## src/rtl/exp_lut_prog_if.sv

```systemverilog
// Bulk-load and read port bundle for the programmable exp coefficient table.
// EXP_LUT_PARITY_EN adds the parity test hook and read parity error flag.
interface exp_lut_prog_if #(
    parameter int unsigned AddrW = 7,
    parameter int unsigned DataW = 32
) ();
    logic              load_start;
    logic [AddrW-1:0]  load_base;
    logic [AddrW:0]    load_len;
    logic              wr_valid;
    logic              wr_ready;
    logic [DataW-1:0]  wr_data;
    logic              busy;
    logic              load_done;
    logic              rd_en;
    logic [AddrW-1:0]  rd_addr;
    logic              rd_valid;
    logic [DataW-1:0]  rd_data;
`ifdef EXP_LUT_PARITY_EN
    logic              inj_parity_err;
    logic              rd_parity_err;
`endif

    modport master (
        output load_start, load_base, load_len, wr_valid, wr_data, rd_en, rd_addr,
`ifdef EXP_LUT_PARITY_EN
        output inj_parity_err,
        input  rd_parity_err,
`endif
        input  wr_ready, busy, load_done, rd_valid, rd_data
    );

    modport slave (
        input  load_start, load_base, load_len, wr_valid, wr_data, rd_en, rd_addr,
`ifdef EXP_LUT_PARITY_EN
        input  inj_parity_err,
        output rd_parity_err,
`endif
        output wr_ready, busy, load_done, rd_valid, rd_data
    );
endinterface

```

## src/rtl/exp_lut_prog.sv

```systemverilog
// Programmable 128x32 exp coefficient table: valid/ready bulk loader plus 1-cycle registered read.
// EXP_LUT_PARITY_EN adds a stored even-parity bit per entry and a read parity error flag.
module exp_lut_prog #(
    parameter int unsigned AddrW = 7,
    parameter int unsigned DataW = 32
) (
    input logic           clk_i,
    input logic           reset_ni,
    exp_lut_prog_if.slave lut_if
);
    localparam int unsigned Depth = 2 ** AddrW;

    typedef enum logic [1:0] {StIdle, StLoad, StDone} state_e;

    state_e           state_q, state_d;
    logic [AddrW-1:0] ptr_q, ptr_d;
    logic [AddrW:0]   remaining_q, remaining_d;
    logic             rd_valid_q;
    logic [DataW-1:0] rd_data_q, rd_data_d;
    logic             wr_fire;
    logic             bypass;

    // Storage is deliberately not reset so the table survives a reset.
    logic [DataW-1:0] mem_q [Depth];

    assign wr_fire = lut_if.wr_valid && (state_q == StLoad);
    assign bypass  = wr_fire && (lut_if.rd_addr == ptr_q);

    always_comb begin
        state_d     = state_q;
        ptr_d       = ptr_q;
        remaining_d = remaining_q;
        unique case (state_q)
            StIdle: begin
                if (lut_if.load_start) begin
                    state_d     = StLoad;
                    ptr_d       = lut_if.load_base;
                    remaining_d = (lut_if.load_len == '0) ? (AddrW+1)'(Depth) : lut_if.load_len;
                end
            end
            StLoad: begin
                if (wr_fire) begin
                    ptr_d       = ptr_q + 1'b1;
                    remaining_d = remaining_q - 1'b1;
                    if (remaining_q == (AddrW+1)'(1)) state_d = StDone;
                end
            end
            StDone:  state_d = StIdle;
            default: state_d = StIdle;
        endcase
    end

    always_ff @(posedge clk_i or negedge reset_ni) begin
        if (!reset_ni) begin
            state_q     <= StIdle;
            ptr_q       <= '0;
            remaining_q <= '0;
        end else begin
            state_q     <= state_d;
            ptr_q       <= ptr_d;
            remaining_q <= remaining_d;
        end
    end

    always_ff @(posedge clk_i) begin
        if (wr_fire) mem_q[ptr_q] <= lut_if.wr_data;
    end

    // Write-first: a read hitting the entry being written returns the new word.
    assign rd_data_d = bypass ? lut_if.wr_data : mem_q[lut_if.rd_addr];

    always_ff @(posedge clk_i or negedge reset_ni) begin
        if (!reset_ni) begin
            rd_valid_q <= 1'b0;
            rd_data_q  <= '0;
        end else begin
            rd_valid_q <= lut_if.rd_en;
            if (lut_if.rd_en) rd_data_q <= rd_data_d;
        end
    end

`ifdef EXP_LUT_PARITY_EN
    logic             par_mem_q [Depth];
    logic             wr_par;
    logic             rd_par_err_q, rd_par_err_d;

    assign wr_par       = (^lut_if.wr_data) ^ lut_if.inj_parity_err;
    assign rd_par_err_d = bypass ? lut_if.inj_parity_err
                                 : (par_mem_q[lut_if.rd_addr] != (^mem_q[lut_if.rd_addr]));

    always_ff @(posedge clk_i) begin
        if (wr_fire) par_mem_q[ptr_q] <= wr_par;
    end

    always_ff @(posedge clk_i or negedge reset_ni) begin
        if (!reset_ni) begin
            rd_par_err_q <= 1'b0;
        end else if (lut_if.rd_en) begin
            rd_par_err_q <= rd_par_err_d;
        end
    end

    assign lut_if.rd_parity_err = rd_par_err_q;
`endif

    assign lut_if.wr_ready  = (state_q == StLoad);
    assign lut_if.busy      = (state_q == StLoad) || (state_q == StDone);
    assign lut_if.load_done = (state_q == StDone);
    assign lut_if.rd_valid  = rd_valid_q;
    assign lut_if.rd_data   = rd_data_q;
endmodule
```

## src/flat_wrapper.sv

```systemverilog
// flat-port wrapper written by rule: the top's interface ports become plain ports
module exp_lut_prog_flat 
#(
    parameter int unsigned AddrW = 7,
    parameter int unsigned DataW = 32
)
  (clk_i, reset_ni, lut_if_load_start, lut_if_load_base, lut_if_load_len, lut_if_wr_valid, lut_if_wr_data, lut_if_rd_en, lut_if_rd_addr, lut_if_wr_ready, lut_if_busy, lut_if_load_done, lut_if_rd_valid, lut_if_rd_data);
  exp_lut_prog_if #(.AddrW(AddrW), .DataW(DataW)) lut_if_i ();
  input logic clk_i;
  input logic reset_ni;
  input wire logic [$bits(lut_if_i.load_start)-1:0] lut_if_load_start;
  input wire logic [$bits(lut_if_i.load_base)-1:0] lut_if_load_base;
  input wire logic [$bits(lut_if_i.load_len)-1:0] lut_if_load_len;
  input wire logic [$bits(lut_if_i.wr_valid)-1:0] lut_if_wr_valid;
  input wire logic [$bits(lut_if_i.wr_data)-1:0] lut_if_wr_data;
  input wire logic [$bits(lut_if_i.rd_en)-1:0] lut_if_rd_en;
  input wire logic [$bits(lut_if_i.rd_addr)-1:0] lut_if_rd_addr;
  output wire logic [$bits(lut_if_i.wr_ready)-1:0] lut_if_wr_ready;
  output wire logic [$bits(lut_if_i.busy)-1:0] lut_if_busy;
  output wire logic [$bits(lut_if_i.load_done)-1:0] lut_if_load_done;
  output wire logic [$bits(lut_if_i.rd_valid)-1:0] lut_if_rd_valid;
  output wire logic [$bits(lut_if_i.rd_data)-1:0] lut_if_rd_data;
  assign lut_if_i.load_start = lut_if_load_start;
  assign lut_if_i.load_base = lut_if_load_base;
  assign lut_if_i.load_len = lut_if_load_len;
  assign lut_if_i.wr_valid = lut_if_wr_valid;
  assign lut_if_i.wr_data = lut_if_wr_data;
  assign lut_if_i.rd_en = lut_if_rd_en;
  assign lut_if_i.rd_addr = lut_if_rd_addr;
  assign lut_if_wr_ready = lut_if_i.wr_ready;
  assign lut_if_busy = lut_if_i.busy;
  assign lut_if_load_done = lut_if_i.load_done;
  assign lut_if_rd_valid = lut_if_i.rd_valid;
  assign lut_if_rd_data = lut_if_i.rd_data;
  exp_lut_prog #(.AddrW(AddrW), .DataW(DataW)) u_core (.clk_i(clk_i), .reset_ni(reset_ni), .lut_if(lut_if_i));
endmodule
```

## config.mk

```make
export PLATFORM = sky130hd
export DESIGN_NAME = exp_lut_prog_flat
export DESIGN_NICKNAME = d
export VERILOG_FILES = /design/src/rtl/exp_lut_prog_if.sv /design/src/rtl/exp_lut_prog.sv /design/src/flat_wrapper.sv
export SDC_FILE = /design/constraint.sdc
export NUM_CORES = 2
export LEC_CHECK = 0
export CORE_MARGIN = 2
export CORE_UTILIZATION = 45
export CTS_CLUSTER_SIZE = 30
export DETAILED_ROUTE_END_ITERATION = 10
export HOLD_SLACK_MARGIN = 0.05
export MAX_ROUTING_LAYER = met4
export PLACE_DENSITY = 0.58
export RECOVER_POWER = 25
export SLEW_MARGIN = 20
export SYNTH_ARGS = -nofsm -noshare
export SYNTH_HDL_FRONTEND = slang
export SYNTH_SLANG_ARGS = --single-unit
export TNS_END_PERCENT = 20
```

## constraint.sdc

```tcl
create_clock -name clk_i -period 6.65 [get_ports clk_i]
set_input_delay 1.6625 -clock clk_i [delete_from_list [all_inputs] [get_ports clk_i]]
set_output_delay 1.6625 -clock clk_i [all_outputs]
set_load 0.03 [all_outputs]
```

==> results.md <==
* Die Area at 359000 sq um
* Critical Path RT at ~7.1 ns
* FF-to-FF path depth at 7
* Pwr dens at 314.0 nW/um^2
* TritonRoute pass-1 iters at 7
* Post-synth EDFFs at between 4000 and 5000
* Max clock buf depth at 4
* Setup Skew at 0.04540 ns
* Fin. max-slew vios at around 2400
* Multi-input gate area at 33780 sq um
* Ratio of cells with drive above 1 in the final layout at 0.2428
* IO Pins at 95
* Mapped Cells at 7310
* Total chip power at roughly 57 mW
* Antenna violations before repair at 44
* HPWL after DPL at 292.5 mm
* Antenna-violating nets left at 0
* Hold_ws at slightly below 0.6 ns
* Vias per Instance at between 6 and 7
* Clock-pin slew of the registers on the worst-case setup and hold paths at 0.06 ns
* Maximum vdd ir drop at about 0.22 mV
* Fillers at approximately 27000
* Hold worst-path end: u_core.state_q[1]$_DFFE_PN0P_
* CP max-delay cell: clkbuf_1
* Routed wire length at about 470 mm
* Buffers plus inverters on the worst setup path at 2
* Status: complete, but fails checks
* PostCTS Resize Cnt at 0
* Final worst slack at 0.9093 ns
* DIE HEIGHT at 599.2 um
* Most used DFF post-synth: edfxtp_1
* # Post-CTS Setup Buffers at 0
* Post-Syn Nets at 7376
* # rows at roughly 220
* Maximum number of pins on one net before global-route repair at 111
* Startpoint Class: input port
* R2r setup slk at 2.10 ns
* Yosys warning count at 0
* First-pass GRT wire length at 641.9 mm
* Avg Cell Area, Syn at roughly 22 sq um
* Placeable Area at 352700 sq um
* Critical R2R Launch: u_core.state_q[1]$_DFFE_PN0P_
* Synthesized cell area at 159400 sq um
* WP data arrival at 6.22 ns
* Unrepaired setup endpoints after global routing: no
* RePlAce Congestion at 0.9612
* Synthesized flop and latch total at around 4100
* H-tree depth at 5
* Int Pwr at between 40 and 50 mW
* Hold Path Depth at 2
* Crit. Startpoint: lut_if_wr_data[17]
* Leakage at 57.34 nW
* Storage element area at 124200 sq um
* Slew of the pin with the lowest slew margin at 4.775 ns
* Failing checks: max-capacitance violations, max-slew violations
* Worst hold path type: flop to flop
* Worst-path cell chain: clkbuf_1, clkbuf_2
* Psw at 13.22 mW
* Clk sink count at 4146
* Slew margin rel. at -2.183
* Worst stage delay on the critical path at 2.67 ns
* NumNets Final at slightly below 8000
* GR Overflow Total at 0
* Setup WS pre-CTS at 0.6862 ns
* Fin crit period at 5.741 ns
* Fin crit share at 0.8633
* Worst path top cell family by delay: buffers and inverters
* Count of buffers from port buffering at 94
* CTS buffer count at 424
* Fin. Hold Viols at 0
* DR vias at 81128
* Clk_lat worst skew at 0.98 ns
* Post-synth ARST share at 0.01206
* Total track usage at 0.2658
* F_max at approximately 170 MHz
* Share of total power consumed by net switching at 0.2308
* Register area share after synthesis at 0.7794
* Most common cell after layout, fill and taps aside: edfxtp_1
* WS Path Type: input port to flop
* Final setup fails at 0
* Critical R2R Capture: u_core.mem_q[16][20]$_DFFE_PP_
* Setup TNS at 0 ns
* DR WL/cell at roughly 36 um
* Die width at 599.2 um
* Remaining DRCs at 0
* Initial Util at 0.4520
* Synth cell types at 66
* Worst Setup End Kind: flop
* Area delta synth->final at 14.42%
* Hold path startpoint: u_core.state_q[1]$_DFFE_PN0P_
* CTS tree: yes
* Max_cap viols at 53
* Hold Buf Count CTS at 0
* 1st-iter DRT viols at 12493
* Clock share of power at 0.415
* Crit path depth at 2
* Comb pwr share at 0.073
* Seq pwr share at 0.512
* Vias in the first global route at roughly 78000
* Most frequent cells in the layout: 4096 x edfxtp_1, 808 x mux4_2, 594 x mux2i_1, 432 x clkbuf_16, 334 x buf_4
* Root buffer cell: clkbuf_16
* Worst-path maximum fanout at 69
power groups by stage:
stage / clock (mW) / sequential [mW] / combinational [mW]
floorplan: 0 / 29.8 / 1.94
global placement: 0 / 29.8 / 4.09
detailed placement: 0 / 29.8 / 4.14
CTS: 24.1 / 29.3 / 4.15
global route: 25.1 / 29.3 / 4.29
finish: 23.8 / 29.3 / 4.16
through the flow:
step           cells    util  cell area [sq um]
2_1_floorplan   7310       -             159400
3_3_place_gp   12105  0.4773             168400
3_5_place_dp   12118  0.4782             168600
4_1_cts        12909  0.5175             182500
5_1_grt        12928  0.5171             182400
6_report       12938  0.5172             182400
worst max-delay path by stage:
stage,slack (ns),end
floorplan,2.30,u_core.mem_q[109][0]$_DFFE_PP_
global placement,0.30,u_core.lut_if.rd_data[21]$_DFFE_PN0P_
detailed placement,0.69,u_core.lut_if.rd_data[2]$_DFFE_PN0P_
CTS,1.71,u_core.lut_if.rd_data[2]$_DFFE_PN0P_
global route,0.79,u_core.mem_q[101][17]$_DFFE_PP_
finish,0.91,u_core.mem_q[101][17]$_DFFE_PP_
kinds of logic (layout without fill, tap and decap cells):
kind of cell / count (synthesis) / in the layout / share of synthesized area
flip-flops: 4146 / 4146 / 0.7794
multiplexers: 1404 / 1404 / 0.1516
AO/OA/AOI/OAI: 861 / 861 / 0.03939
AND/OR/NAND/NOR: 443 / 443 / 0.01290
buffers and inverters: 442 / 1316 / 0.01575
adder cells (fa/ha/maj): 7 / 7 / 0.0005494
XOR/XNOR: 7 / 7 / 0.0003846
other: 0 / 24 / 0
worst register-to-register path, cell delays in order (launching register included):
cell and delay [ns]:
dfrtp_1 0.40, inv_1 0.11, ha_1 0.63, and2_1 0.59, nand3b_1 0.88, buf_4 0.52
nor2_4 0.77, buf_4 0.36
sequential cells by signal (all words and copies together) (netlist names):
name and count:
u_core.lut_if.rd_valid 1, u_core.ptr_q 7, u_core.state_q 2, u_core.lut_if.rd_data 32, u_core.remaining_q 8, u_core.mem_q 4096
synthesized netlist by cell type, types with 58 or more instances:
| library cell | instances | area (sq um) |
|---|---|---|
| edfxtp_1 | 4096 | 123000 |
| mux4_2 | 808 | 18200 |
| mux2i_1 | 594 | 5946 |
| nor2_1 | 179 | 671.9 |
| a22oi_1 | 178 | 1336 |
| clkbuf_1 | 153 | 574.3 |
| o22ai_1 | 142 | 888.4 |
| buf_2 | 137 | 685.7 |
| o221ai_1 | 134 | 1174 |
| o21ai_0 | 103 | 515.5 |
| nand3_1 | 76 | 380.4 |
| nand2_1 | 71 | 266.5 |
| buf_6 | 58 | 653.1 |
layout make-up:
cell class                 instances  area share
timing repair buffer             513     0.02456
multi-input combinational       2722      0.1852
clock inverter                   261     0.01401
antenna                           24   0.0003293
inverter                          12   0.0003018
tap                             4730     0.03245
sequential                      4146      0.6812
clock buffer                     530     0.06195
metal layers:
metal / wire [um] / up-vias / GRT usage
met2: 213700 / 4201 / 0.3918
met4: 18140 / 0 / 0.08622
met1: 191900 / 43957 / 0.3796
li1: - / 32289 / -
met5: 0 / - / -
met3: 43690 / 681 / 0.04562
No activity file was read; power rests on OpenSTA's default activity.
